[src/rtl/shift_unit_seq.sv]
// Multi-cycle barrel-free shifter: SLL/SRL/SRA/ROR on a WIDTH-bit operand,
// advancing at most STEP bit positions per clock under a start/busy/done handshake.
module shift_unit_seq #(
    parameter int WIDTH = 32,
    parameter int STEP  = 4,
    parameter int SHW   = $clog2(WIDTH)
) (
    input  logic             clk,
    input  logic             rst,
    input  logic             start,
    input  logic [1:0]       op,
    input  logic             var_amt,
    input  logic [WIDTH-1:0] A,
    input  logic [WIDTH-1:0] B,
    output logic             busy,
    output logic             done,
    output logic [WIDTH-1:0] res
);

    localparam logic [1:0] OP_SLL = 2'b00;
    localparam logic [1:0] OP_SRL = 2'b01;
    localparam logic [1:0] OP_SRA = 2'b10;

    // One extra bit so STEP == WIDTH is representable.
    localparam logic [SHW:0] STEP_W = (SHW + 1)'(STEP);

    typedef enum logic {
        IDLE,
        SHIFT
    } state_t;

    state_t           state_reg;
    logic [WIDTH-1:0] work_reg;
    logic [SHW-1:0]   remaining_reg;
    logic [1:0]       op_reg;
    logic             busy_reg;
    logic             done_reg;
    logic [WIDTH-1:0] res_reg;

    logic [SHW-1:0]   shamt;
    logic [SHW:0]     step_n;
    logic [SHW-1:0]   remaining_next;
    logic [WIDTH-1:0] work_next;
    logic [WIDTH-1:0] step_res [STEP+1];

    assign shamt = var_amt ? B[SHW-1:0] : B[6+SHW-1:6];

    always_comb begin
        step_n = ({1'b0, remaining_reg} > STEP_W) ? STEP_W : {1'b0, remaining_reg};
        remaining_next = remaining_reg - step_n[SHW-1:0];
    end

    // Every candidate shift distance 0..STEP is a fixed rewire; the step amount
    // only drives a narrow mux, which is what keeps this cheaper than a barrel.
    generate
        for (genvar gi = 0; gi <= STEP; gi++) begin : g_step
            localparam int ROT = (WIDTH - gi) % WIDTH;
            assign step_res[gi] =
                (op_reg == OP_SLL) ? (work_reg << gi) :
                (op_reg == OP_SRL) ? (work_reg >> gi) :
                (op_reg == OP_SRA) ? WIDTH'($signed(work_reg) >>> gi) :
                                     ((work_reg >> gi) | (work_reg << ROT));
        end
    endgenerate

    assign work_next = step_res[step_n];

    // busy tracks outstanding shift work; the final write-back cycle shows
    // busy=0 so a zero-amount shift never raises busy at all.
    always_ff @(posedge clk) begin
        if (rst) begin
            state_reg     <= IDLE;
            work_reg      <= '0;
            remaining_reg <= '0;
            op_reg        <= '0;
            busy_reg      <= 1'b0;
            done_reg      <= 1'b0;
            res_reg       <= '0;
        end else begin
            done_reg <= 1'b0;
            case (state_reg)
                IDLE: begin
                    if (start) begin
                        work_reg      <= A;
                        op_reg        <= op;
                        remaining_reg <= shamt;
                        busy_reg      <= (shamt != '0);
                        state_reg     <= SHIFT;
                    end
                end
                SHIFT: begin
                    if (remaining_reg != '0) begin
                        work_reg      <= work_next;
                        remaining_reg <= remaining_next;
                        busy_reg      <= (remaining_next != '0);
                    end else begin
                        res_reg   <= work_reg;
                        done_reg  <= 1'b1;
                        busy_reg  <= 1'b0;
                        state_reg <= IDLE;
                    end
                end
                default: state_reg <= IDLE;
            endcase
        end
    end

    assign busy = busy_reg;
    assign done = done_reg;
    assign res  = res_reg;

endmodule

[config.mk]
export PLATFORM = sky130hd
export DESIGN_NAME = shift_unit_seq
export DESIGN_NICKNAME = d
export VERILOG_FILES = /design/src/rtl/shift_unit_seq.sv
export SDC_FILE = /design/constraint.sdc
export NUM_CORES = 1
export LEC_CHECK = 0
export BUFFER_PORTS_ARGS = -buffer_cell sky130_fd_sc_hd__buf_2
export CAP_MARGIN = 15
export CORE_UTILIZATION = 40
export DETAILED_ROUTE_END_ITERATION = 7
export GPL_TIMING_DRIVEN = 0
export SLEW_MARGIN = 40
export SYNTH_ARGS = -nofsm -noshare
export SYNTH_HDL_FRONTEND = slang
export SYNTH_SLANG_ARGS = --single-unit
[constraint.sdc]
create_clock -name clk -period 5 [get_ports clk]
set_input_delay 1 -clock clk [delete_from_list [all_inputs] [get_ports clk]]
set_output_delay 1 -clock clk [all_outputs]
set_load 0.01 [all_outputs]
[Word-level counts from Yosys, hierarchy flattened]
Cells that the tools add are included.
Operators by class
  $add $sub $neg: 1
  order comparisons: 2
  equal/unequal tests: 4
  mux-type cells: 33
  bitwise gates (word level): 8
  reduce and logical (&&, ||, !) cells: 8
Operators with widths (number)
  32-bit 2-to-1 mux: 19
  32-bit binary-select mux with 3-bit select: 1
  32-bit case mux with 2 select lines: 1
  28-bit by 32-bit bitwise OR with 32-bit output: 1
  29-bit by 32-bit bitwise OR with 32-bit output: 1
  30-bit by 32-bit bitwise OR with 32-bit output: 1
  31-bit by 32-bit bitwise OR with 32-bit output: 1
  32-bit bitwise OR: 1
  5-bit 2-to-1 mux: 4
  5-bit nonzero test: 3
  5-bit case mux with 2 select lines: 1
  7-bit by 4-bit greater-or-equal comparator with 1-bit output, second input constant: 1
  5-bit inverter with 7-bit output: 1
  2-bit AND reduction: 3
  5-bit by 3-bit > comparator with 1-bit output, second input constant: 1
  1-bit 2-to-1 mux: 5
  5-bit subtractor: 1
  1-bit case mux with 2 select lines: 2
  2-bit by 1-bit equality test with 1-bit output, second input constant: 1
  2-bit equality test, second input constant: 1
  2-bit zero test: 1
  2-bit by 1-bit != test with 1-bit output, second input constant: 1
  2-bit != test, second input constant: 1
  1-bit inverter: 2
  2-bit OR reduction: 1
Word-level totals
  bits in registers: 74
  input bits: 70
  output and inout port bits: 34
  logic and storage cells: 63

[Depth between registers and ports, before layout]
  word-level depth: 9
  gate-level depth with buffers: 11
  depth with buffers taken out: 8

[Worst setup path after synthesis]
OpenSTA, ideal clock, no wires.
  path type: reg-to-reg
  start: reg remaining_reg[4]
  end: reg busy_reg (netlist: busy)
  library setup time: 128 ps
  arrival: 2365 ps
  data required time: 4872 ps
  setup slack: 2507 ps
  stages on the path, launching flop included: 11
  path buffers: 3
  period minus slack after synthesis: 2493 ps
  cells stage by stage: dfxtp_1 > buf_2 > or3_1 > clkbuf_1 > clkbuf_1 > nand2_1 > ha_1 > or4_1 > a211oi_1 > o22a_1 > nor2_1
Between the ends
  word-level cells in the longest chain between the ends: 6
  elaborated cells between the ends (all ways): 7
  classes of those cells: 1 x add/sub; 1 x order compare; 3 x mux; 2 x reduce/logical
Ends and longest elaborated chain
  start, declared: line 34  | logic [SHW-1:0] remaining_reg;
  start signal, assigned: line 86  | remaining_reg <= shamt;
  start signal, assigned: line 94  | remaining_reg <= remaining_next;
  5-bit by 3-bit > comparator with 1-bit output: line 49  | step_n = ({1'b0, remaining_reg} > STEP_W) ? STEP_W : {1'b0, remaining_reg};
  5-bit 2-to-1 mux: line 49
  5-bit subtractor: line 50  | remaining_next = remaining_reg - step_n[SHW-1:0];
  5-bit nonzero test: line 95  | busy_reg <= (remaining_next != '0);
  1-bit 2-to-1 mux (*): line 92  | if (remaining_reg != '0) begin
  1-bit case mux with 2 select lines (*): line 81  | case (state_reg)
  end signal, assigned: line 87  | busy_reg <= (shamt != '0);
  end signal, assigned: line 95
  end, declared: line 36  | logic busy_reg;
Mark *: on every way between the ends. The rest lies on a longest branch, timed or not.
A chain may end at the register's enable or synchronous reset.

[Final worst setup path]
Same ends and word-level chain as after synthesis.

==> impl_metrics.toml <==
[cts]
cts_resized = 0
clk_pin_slew_ns = 0.06
htreeDepth = 3
cts_tree = "yes"
cts.sinks = 74
clock-root-buffer = "clkbuf_16"
cts_made_buffers = 9
cts_buffer_depth = 2
clk_latency_ns = 0.35
post-cts-setup-buffer-count = 0
cts_hold_buf = 0

[die]
start_util = 0.417
io_pins = 104
die_area_um2 = 12500
fp.dieW_um = 112
core_area_um2 = 11600
core.rowCount = 39
die_h_um = 112

[power]
p_comb_frac = 0.327
power_mw = 2.07
pwr-share-clk = 0.313
p_switching_uw = 806
power.density_nw_per_um2 = 363
ir_worst_vdd_mv = 0.177
sw_frac_of_total = 0.390
leakagePower_nw = 2.08
p_int_mw = 1.26
seqPwrFrac = 0.360

[yosys]
synth.distinct_cells = 54
seq_area_frac_synth = 0.307
synth_edf_count = 0
synth-seq-cells = 74
syn_area_per_cell_um2 = 7.08
yosysTopAreaCell = "dfxtp_1"
yosysWarnings = 0
syn_area_um2 = 4820
synth_area_leaders = "dfxtp_1, a21oi_1, nand2_1"
synth_cells = 681
synthArstFlopShare = 0
syn-num-nets = 752
ys.flop_type = "dfxtp_1"
synth_top_area_frac = 0.307

[placed_design]
place_area_um2 = 5410
hpwl_um = 15400
place_congestion = 0.998
portBuffers = 79
place_inst = 903
post-place-ws_ns = 1.70

[drt]
wl_um = 21100
viasPerCell = 6.31
wl_per_cell_um = 23.0
firstDrtPassIters = 8
post-route-drc-count = 2
drt_iter0_drc = 497
dr_total_vias = 5788
ant_nets = 0

[sta]
tightest_slew_ns = 0.775
fin_hold_ws_ns = 0.448
setup_tns_ns = 0
post-route-period-util = 0.678
hold_viol = 0
relSlewSlack = 0.483
clock-skew-final_ns = 0.00878
timing.final.ws_setup_ns = 1.61
fmaxAchievable_ghz = 0.295
rsz0062_at_grt = "false"
setup_viol = 0
period_needed_ns = 3.39
slew_viol_final = 0

[final_layout]
nNetsFinal = 842
diodes = 0
finish.instance_area_um2 = 5700
fin_util = 0.493
final_cells = 918
fillCellCount = 1252
drive_above_1_share = 0.160
synthToLayoutAreaGrowth_pct = 18.1

[critical_path]
critical_path_class = "reg2reg"
worst-path-max-fanout = 10
path_cells = "buf_2 -> or3_1 -> clkbuf_1 -> clkbuf_1 -> nand2_1 -> ha_1 -> or4_1 -> a211oi_1 -> o22a_1 -> nor2_1"
max_stage_delay_ns = 0.58
endpoint_kind = "register"
critPathArrivalTime_ns = 3.61
cp-start-kind = "register"
critical-path-top-delay-family = "buffers and inverters"
reg2reg_setup_slack_ns = 1.61
cp_slowest_cell = "clkbuf_1"
cp_data_required_time_ns = 5.22
crit_top_cell = "clkbuf_1"
cp_num_buf_inv = 3

[grt]
grt_max_degree = 13
grt_usage = 0.343
overflow = 0
first_global_vias = 5600
antenna_found_initial = 0
grt_pass1_wl_um = 32300

[run]
cap_violations = 0

[status]
status = "finished, violations left"
failed_checks = "design-rule violations"

[worst_hold_path]
min_path_type = "reg2reg"
## synthesized netlist by cell type, types with 3 or more instances
cell type	number
a32oi_1	3
and2_1	3
a2111oi_0	7
o21a_1	16
buf_2	7
o31ai_1	6
inv_1	3
clkbuf_1	51
a311oi_1	3
o21bai_1	11
a21boi_0	4
mux4_2	8
or3b_2	6
a211o_1	6
nor2_1	35
buf_1	4
mux2i_1	6
a211oi_1	18
nand3_1	25
o22ai_1	4
nor2b_1	4
nand2_1	146
a2111oi_1	3
dfxtp_1	74
a21oi_1	124
o21ai_0	40
a31oi_1	14
nor3_1	17
nor4_1	3
## metal layers
metal,share of wire,up-vias,track usage
met5,0,-,0
met4,0.038,0,0.169
met3,0.10,58,0.0784
met2,0.43,385,0.512
met1,0.43,2692,0.463
li1,-,2653,-
## area by class of cell
cell class | count | area (µm²) | area share
Buffer | 64 | 264 | 0.0463
Clock buffer | 9 | 225 | 0.0395
Clock inverter | 6 | 58.8 | 0.0103
Inverter | 3 | 11.3 | 0.00198
Multi-Input combinational cell | 540 | 3080 | 0.541
Sequential cell | 74 | 1480 | 0.260
Tap cell | 143 | 179 | 0.0314
Timing Repair Buffer | 79 | 395 | 0.0694
## kinds of logic (layout without fill, tap and decap cells)
family          after synthesis  after routing  synth area share
xor+xnor                      2              2           0.00363
mux                          17             17            0.0630
other cells                   1              1          0.000777
fa+ha+maj                     1              1           0.00259
simple gates                251            251             0.229
compound gates              268            268             0.337
flops                        74             74             0.307
buf+inv                      67            161            0.0571
## path summary, 6_finish.rpt
kind | from | to | depth (start not counted)
worst min-delay path | res[29] | res[29] | 2
worst min register to register | res[29] | res[29] | 2
worst max-delay path | remaining_reg[4] | busy | 10
worst max register to register | remaining_reg[4] | busy | 10
## tightest hold or removal path, delay by kind of cell (launching register included)
| family | cells | cell delay, ns |
|---|---|---|
| flip-flops | 1 | 0.30 |
| AND/OR/NAND/NOR | 1 | 0.05 |
| AO/OA/AOI/OAI | 1 | 0.05 |
## cell usage in the layout, fill, tap and decap left out, drive strengths merged, types with 2 or more instances in the layout
cell     Yosys  layout
a31oi       14      14
nand3       25      25
and2         5       5
dfxtp       74      74
mux4        10      10
a211oi      18      18
a32oi        3       3
a21boi       4       4
a311oi       3       3
o22ai        4       4
a21oi      124     124
nor4         3       3
a2111oi     11      11
clkbuf      51      60
o21ai       41      41
nor3        17      17
nor2b        4       4
nor4b        2       2
inv          3       3
or3b         6       6
nand2      146     146
a211o        6       6
buf         13      92
or4          2       2
nor2        35      35
clkinv       0       5
o21bai      11      11
o21a        16      16
o31ai        6       6
mux2i        6       6
or2          2       2
## power groups by stage
| stage | Combinational [mW] | Sequential, mW | Clock, mW |
|---|---|---|---|
| floorplan | 0.434 | 0.718 | 0 |
| global placement | 0.648 | 0.753 | 0 |
| detailed placement | 0.654 | 0.751 | 0 |
| CTS | 0.657 | 0.738 | 0.649 |
| global route | 0.727 | 0.750 | 0.669 |
| finish | 0.676 | 0.744 | 0.647 |
Power figures use the tool's default switching activity.
